<file path="config.mk">
export PLATFORM = sky130hd
export DESIGN_NAME = arbiter_rr_hs
export DESIGN_NICKNAME = d
export VERILOG_FILES = /design/src/rtl/arbiter_rr_hs.sv
export SDC_FILE = /design/constraint.sdc
export NUM_CORES = 1
export LEC_CHECK = 0
export ABC_AREA = 0
export BUFFER_PORTS_ARGS = -buffer_cell sky130_fd_sc_hd__buf_2
export CORE_MARGIN = 2
export CORE_UTILIZATION = 49
export CTS_CLUSTER_SIZE = 25
export DETAILED_ROUTE_END_ITERATION = 6
export GPL_ROUTABILITY_DRIVEN = 0
export GPL_TIMING_DRIVEN = 0
export HOLD_SLACK_MARGIN = 0.15
export PLACE_DENSITY = 0.75
export SYNTH_ARGS = -nofsm -noshare
export SYNTH_HDL_FRONTEND = slang
export SYNTH_SLANG_ARGS = --single-unit
</file>
<file path="constraint.sdc">
create_clock -name clk -period 0.9 [get_ports clk]
set_clock_uncertainty 0.15 [all_clocks]
set_input_delay 0.18 -clock clk [delete_from_list [all_inputs] [get_ports clk]]
set_output_delay 0.18 -clock clk [all_outputs]
set_load 0.03 [all_outputs]
</file>
<file path="src/rtl/arbiter_rr_hs.sv">
// arbiter_rr_hs
//   Clocked N-way round-robin arbiter that shares one downstream 4-phase
//   req/ack channel among N 4-phase requesters. One requester is granted at a
//   time. Its request is forwarded downstream and the downstream ack is routed
//   back to it. The whole handshake returns to zero before the next grant.
//
// Ports
//   clk      in   1     rising-edge clock
//   rst_n    in   1     asynchronous active-low reset (released synchronously inside)
//   req_in   in   N     requests from the requester bank
//   ack_in   out  N     acknowledges to the requesters (one-hot or zero)
//   req_out  out  1     request to the shared downstream block
//   ack_out  in   1     acknowledge from the downstream block
//   sel      out  SELW  index of the granted requester, valid while busy=1
//   busy     out  1     high from grant until return-to-zero completes
//
// state     | meaning
// ----------+---------------------------------------------------------------
// S_IDLE    | no grant; pick the round-robin winner among the synced requests
// S_FWD_REQ | req_out high for sel; wait for the downstream ack
// S_FWD_ACK | ack_in[sel] high; wait for requester sel to drop its request
// S_RTZ     | req_out low; wait for the downstream ack to drop, then release
module arbiter_rr_hs #(
  parameter int N           = 4,
  parameter int SYNC_STAGES = 2,
  localparam int SELW       = (N > 1) ? $clog2(N) : 1
) (
  input  logic            clk,
  input  logic            rst_n,
  input  logic [N-1:0]    req_in,
  output logic [N-1:0]    ack_in,
  output logic            req_out,
  input  logic            ack_out,
  output logic [SELW-1:0] sel,
  output logic            busy
);

  typedef enum logic [1:0] {
    S_IDLE    = 2'd0,
    S_FWD_REQ = 2'd1,
    S_FWD_ACK = 2'd2,
    S_RTZ     = 2'd3
  } state_t;

  // Reset asserts asynchronously; its release is retimed to clk so every
  // flop below leaves reset on the same edge.
  logic [1:0] rst_q;
  logic       rst_i_n;

  always_ff @(posedge clk or negedge rst_n) begin
    if (!rst_n) rst_q <= 2'b00;
    else        rst_q <= {rst_q[0], 1'b1};
  end

  assign rst_i_n = rst_q[1];

  logic [N-1:0] req_s;
  logic         ack_s;

  generate
    if (SYNC_STAGES == 0) begin : g_nosync
      assign req_s = req_in;
      assign ack_s = ack_out;
    end else begin : g_sync
      logic [N-1:0]           req_q [SYNC_STAGES];
      logic [SYNC_STAGES-1:0] ack_q;

      always_ff @(posedge clk or negedge rst_i_n) begin
        if (!rst_i_n) begin
          for (int i = 0; i < SYNC_STAGES; i++) req_q[i] <= '0;
          ack_q <= '0;
        end else begin
          req_q[0] <= req_in;
          ack_q[0] <= ack_out;
          for (int i = 1; i < SYNC_STAGES; i++) begin
            req_q[i] <= req_q[i-1];
            ack_q[i] <= ack_q[i-1];
          end
        end
      end

      assign req_s = req_q[SYNC_STAGES-1];
      assign ack_s = ack_q[SYNC_STAGES-1];
    end
  endgenerate

  state_t          state, state_nx;
  logic [SELW-1:0] ptr, ptr_nx;
  logic [SELW-1:0] sel_nx;
  logic            busy_nx;
  logic            req_out_nx;
  logic [N-1:0]    ack_in_nx;

  // Round-robin winner: first set request scanning from ptr upward, wrapping
  // back through 0. Only the first hit is kept.
  logic [SELW-1:0] winner;
  logic            found;
  int              idx;

  always_comb begin
    winner = '0;
    found  = 1'b0;
    idx    = 0;
    for (int i = 0; i < N; i++) begin
      idx = int'(ptr) + i;
      if (idx >= N) idx = idx - N;
      if (!found && req_s[idx]) begin
        winner = SELW'(idx);
        found  = 1'b1;
      end
    end
  end

  always_ff @(posedge clk or negedge rst_i_n) begin
    if (!rst_i_n) begin
      state   <= S_IDLE;
      ptr     <= '0;
      sel     <= '0;
      busy    <= 1'b0;
      req_out <= 1'b0;
      ack_in  <= '0;
    end else begin
      state   <= state_nx;
      ptr     <= ptr_nx;
      sel     <= sel_nx;
      busy    <= busy_nx;
      req_out <= req_out_nx;
      ack_in  <= ack_in_nx;
    end
  end

  always_comb begin
    state_nx   = state;
    ptr_nx     = ptr;
    sel_nx     = sel;
    busy_nx    = busy;
    req_out_nx = req_out;
    ack_in_nx  = ack_in;
    case (state)
      S_IDLE: begin
        if (found) begin
          sel_nx     = winner;
          busy_nx    = 1'b1;
          req_out_nx = 1'b1;
          state_nx   = S_FWD_REQ;
        end
      end
      S_FWD_REQ: begin
        // A requester that withdrew here still gets its ack pulse; the
        // downstream transaction cannot be cancelled once started.
        if (ack_s) begin
          ack_in_nx      = '0;
          ack_in_nx[sel] = 1'b1;
          state_nx       = S_FWD_ACK;
        end
      end
      S_FWD_ACK: begin
        if (!req_s[sel]) begin
          req_out_nx = 1'b0;
          state_nx   = S_RTZ;
        end
      end
      S_RTZ: begin
        if (!ack_s) begin
          ack_in_nx = '0;
          busy_nx   = 1'b0;
          ptr_nx    = (int'(sel) == N - 1) ? '0 : sel + 1'b1;
          state_nx  = S_IDLE;
        end
      end
      default: begin
        state_nx   = S_IDLE;
        sel_nx     = '0;
        busy_nx    = 1'b0;
        req_out_nx = 1'b0;
        ack_in_nx  = '0;
      end
    endcase
  end

endmodule

</file>
# Yosys cells after proc, flatten, opt, wreduce, memory -nomap -nowiden
# Cells that the tools add are included.
[word_totals] input_bits=7 out_inout_bits=8 regBits=24
[op_classes] magnitude_cmp=10 n_reduce_logical=17 n_eq_ne=8 muxes=42 add_sub_neg=8 n_bitwise=1
[ops] cell="32-bit by 4-bit < comparator with 1-bit output (second input constant)" n=4
[ops] cell="32-bit two-way mux" n=4
[ops] cell="2-bit two-way mux" n=9
[ops] cell="1-bit two-way mux" n=17
[ops] cell="3-bit by 3-bit subtractor with 4-bit output (second input constant)" n=3
[ops] cell="1-bit binary-select mux with 2-bit select" n=5
[ops] cell="3-bit greater-or-equal comparator (second input constant)" n=3
[ops] cell="3-bit AND reduction" n=3
[ops] cell="4-bit two-way mux" n=2
[ops] cell="2-bit != test (second input constant)" n=4
[ops] cell="2-bit case mux with 4 select lines" n=1
[ops] cell="4-bit case mux with 2 select lines" n=1
[ops] cell="2-bit by 2-bit adder with 3-bit output (second input constant)" n=2
[ops] cell="2-bit nonzero test" n=3
[ops] cell="2-bit by 1-bit equality test with 1-bit output (second input constant)" n=2
[ops] cell="2-bit equality test (second input constant)" n=2
[ops] cell="1-bit logical AND" n=4
[ops] cell="1-bit case mux with 2 select lines" n=2
[ops] cell="2-bit AND reduction" n=2
[ops] cell="4-bit AND reduction" n=1
[ops] cell="2-bit by 3-bit subtractor with 4-bit output (second input constant)" n=1
[ops] cell="2-bit by 1-bit adder with 3-bit output (second input constant)" n=1
[ops] cell="2-bit by 3-bit greater-or-equal comparator with 1-bit output (second input constant)" n=1
[ops] cell="1-bit logical NOT" n=3
[ops] cell="6 further kinds" n=6

# Depth between registers and ports, before layout
[depth] word_depth=17 ltp_mapped=6

# Worst setup path after synthesis
# OpenSTA, ideal clock, no wires.
[synth_timing] path_type="register to register" start="register sel[0]" end="register state[1]" setup_slack_ns=-0.943 path_stages_with_launch=5 required_time_ns=0.622 path_buffers=0 period_less_slack_ns=1.843 t_arrival_ns=1.566 path_cell_list="dfrtp_1 > mux2i_1 > o22ai_1 > a211oi_2 > mux2_1"
[synth_via] elab_chain_cells=4
[synth_lines] item="start, declared" line="34" rtl="output logic [SELW-1:0] sel,"
[synth_lines] item="start signal, assigned" line="125" rtl="sel <= sel_nx;"
[synth_lines] item="1-bit binary-select mux with 2-bit select" line="158" rtl="if (!req_s[sel]) begin"
[synth_lines] item="1-bit two-way mux (implied by the code)" line="158"
[synth_lines] item="2-bit != test (no source line)"
[synth_lines] item="4-bit AND reduction (no source line)"
[synth_lines] item="end signal, assigned" line="123" rtl="state <= state_nx;"
[synth_lines] item="end, declared" line="87" rtl="state_t state, state_nx;"
# No other way between the ends. The select of a mux whose other input is x is not followed.
# A chain may end at the register's enable or synchronous reset.

# Worst setup path after layout
# Same ends and word-level chain as after synthesis.

==> results.yml <==
sta:
  timing.final.crit_share_pct: 211
  tns_ps: -11340
  setup_ws_ps: -997
  rsz0062_at_grt: "true"
  holdWs_ps: -5.02
  hold_violations: 2
  fin_crit_ps: 1900
  slew_viol_final: 0
  finalSetupViolations: 20
  fmaxAchievable_ghz: 0.527
grt:
  grt_max_degree: 23
  grt_pass1_wl_mm: 4.25
  grt_pass1_vias: 930
  grt_use_total_pct: 21.8
  grt.overflow.total: 0
  antenna_found_initial: 0
placement:
  portBuffers: 14
  dp_cells: 140
  dpl_cell_area_um2: 1270
  hpwl_mm: 1.40
clock_network:
  root_buffer: "clkbuf_4"
  cts_buffers: 3
  clkTransAtPathRegs_ps: 140
  clockBufferDepth: 2
  ctsHoldBuffers: 6
  insertion_delay_ps: 330
  cts_tree: "yes"
  clock_sinks: 24
  ctsHtreeMaxLevel: 1
final_layout:
  area_growth_pct: 69.7
  layout_common_cells: "buf_4 (20), buf_6 (19), dfrtp_1 (16), dfrtp_2 (8)"
  drive_gt1_share_pct: 60.8
  final_common_cell: "buf_4"
  final_cells: 181
  utilization_pct: 86.5
  final_area_um2: 1880
  diodes: 0
  nets: 169
job:
  maxCapViolations: 0
status:
  status: "complete, but fails checks"
  violations: "hold timing, setup timing"
setup_path:
  cp.required_ps: 970
  critPathMaxStageDelay_ps: 490
  crit_fanout: 5
  worst-path-buf-inv: 0
  arrival_ps: 1970
  crit_slowest_cell: "dfrtp_2"
  cp-end-kind: "flop"
  critical_path.top_delay_family: "multiplexers"
  cp-start-kind: "flop"
  worstSetupPathType: "flop to flop"
  crit_chain: "mux2i_2 -> o22ai_4 -> a211oi_4 -> mux2_4"
drt:
  vias: 1035
  first_iter_violations: 16
  antenna_left: 0
  wl_mm: 3.44
  drtPass1Iterations: 4
  drc: 0
  routedWlPerCell_um: 19.0
  via_per_inst: 5.72
yosys:
  synth_nets: 113
  yosysTopAreaCell: "dfrtp_1"
  yosys_warnings: 0
  yosys-top-cells-area: "dfrtp_1 (54%), ha_1 (9.0%), a21oi_1 (3.6%)"
  synth.avg_cell_area_um2: 11.3
  synth.distinct_cells: 28
  yosysTopAreaCellShare_pct: 54.3
  synth-seq-area-share_pct: 54.3
  netlist_area_um2: 1110
  synth_seq_cells: 24
  syn_inst: 98
pwr:
  p_leak_uw: 0.000835
  fin_total_pwr_uw: 6510
  ir_drop_uv: 2480
  powerDensity_nw_per_um2: 3470
floorplan:
  start_util_pct: 51.0
  fp.dieH_um: 51.5
  dieArea_um2: 2650
  fp.coreArea_um2: 2170
  io_pins: 15
  rows: 17
  dieWidth_um: 51.5
worst_hold_path:
  hold_class: "primary input to async pin"
-- final cells by class --
class	count	area, um2
Fill cell	90	293
Clock buffer	4	26.3
Multi-Input combinational cell	63	676
Tap cell	28	35.0
Inverter	8	30.0
Buffer	2	30.0
Timing Repair Buffer	52	469
Sequential cell	24	611
-- routing by layer --
metal	share of wire [%]	wire, um	global-route usage, %	vias to the layer above
li1	-	-	-	461
met1	42	1430	28.5	522
met2	51	1770	37.4	38
met3	4.0	137	3.45	14
met4	3.0	104	6.58	0
met5	0	0	0	-
-- final timing paths --
kind	cells after the start	start	slack (ps)	endpoint
min in group clk	0	g_sync.req_q[4]$_DFF_PN0_	210	req_s[0]$_DFF_PN0_
max	4	sel[0]$_DFFE_PN0P_	-1000	state[1]$_DFFE_PN0P_
max in group asynchronous	0	rst_q[1]$_DFF_PN0_	150	sel[1]$_DFFE_PN0P_
min	2	rst_n	-5	rst_q[1]$_DFF_PN0_
min reg2reg	0	rst_q[1]$_DFF_PN0_	90	g_sync.req_q[6]$_DFF_PN0_
max reg2reg	4	sel[0]$_DFFE_PN0P_	-1000	state[1]$_DFFE_PN0P_
-- flip-flops by register name, indices dropped and copies added, names as in the netlist --
register / count
req_s: 4
g_sync.req_q: 4
busy: 1
rst_q: 2
sel: 2
ack_in: 4
ptr: 2
state: 2
req_out: 1
g_sync.ack_q: 2
-- worst register-to-register path, stage by stage (launching register included) --
cell and delay (ps):
dfrtp_2 490, mux2i_2 410, o22ai_4 140, a211oi_4 270
mux2_4 330
-- synthesized netlist by cell type --
cell      number
dfrtp_1       24
a21oi_1        8
ha_1           8
inv_1          8
nand2_1        7
o21ai_0        7
a211oi_1       4
mux2i_1        4
nor3_1         4
clkbuf_1       2
mux2_1         2
o21ai_1        2
o221ai_1       2
o22ai_1        2
a211oi_2       1
a22o_1         1
a22oi_1        1
and2_1         1
clkbuf_2       1
conb_1         1
mux2_2         1
nand2b_1       1
nand3_1        1
nor2_1         1
nor4_4         1
o31ai_1        1
or2b_1         1
or4_1          1
-- through the flow --
step	setup slack (ps)	hold slack, ps
3_5_place_dp	-1020	-182
4_1_cts	-967	-3.72
2_1_floorplan	-881	-266
3_3_place_gp	-941	-186
5_1_grt	-990	0.802
6_report	-997	-5.02
-- cell families after synthesis --
| group | synth area share [%] |
|---|---|
| AOI/OAI and AO/OA | 16.4 |
| DFF | 54.3 |
| and+or+nand+nor | 9.39 |
| buffers and inverters | 3.85 |
| adders and majority gates | 9.05 |
| muxes | 6.67 |
| other | 0.339 |
-- where the power goes --
part | switching, uW | internal (uW)
registers | 410 | 1390
clock network | 350 | 174
logic | 1970 | 2210
total | 2730 | 3770
-- what timing repair did --
action,4_1_cts,5_1_grt
setup buffers,19,13
gates resized for setup,43,32
endpoints found under the hold margin,29,24
endpoints found under the setup margin,42,20
pin swaps,5,7
Note: power is estimated with default switching activity, not from simulation.
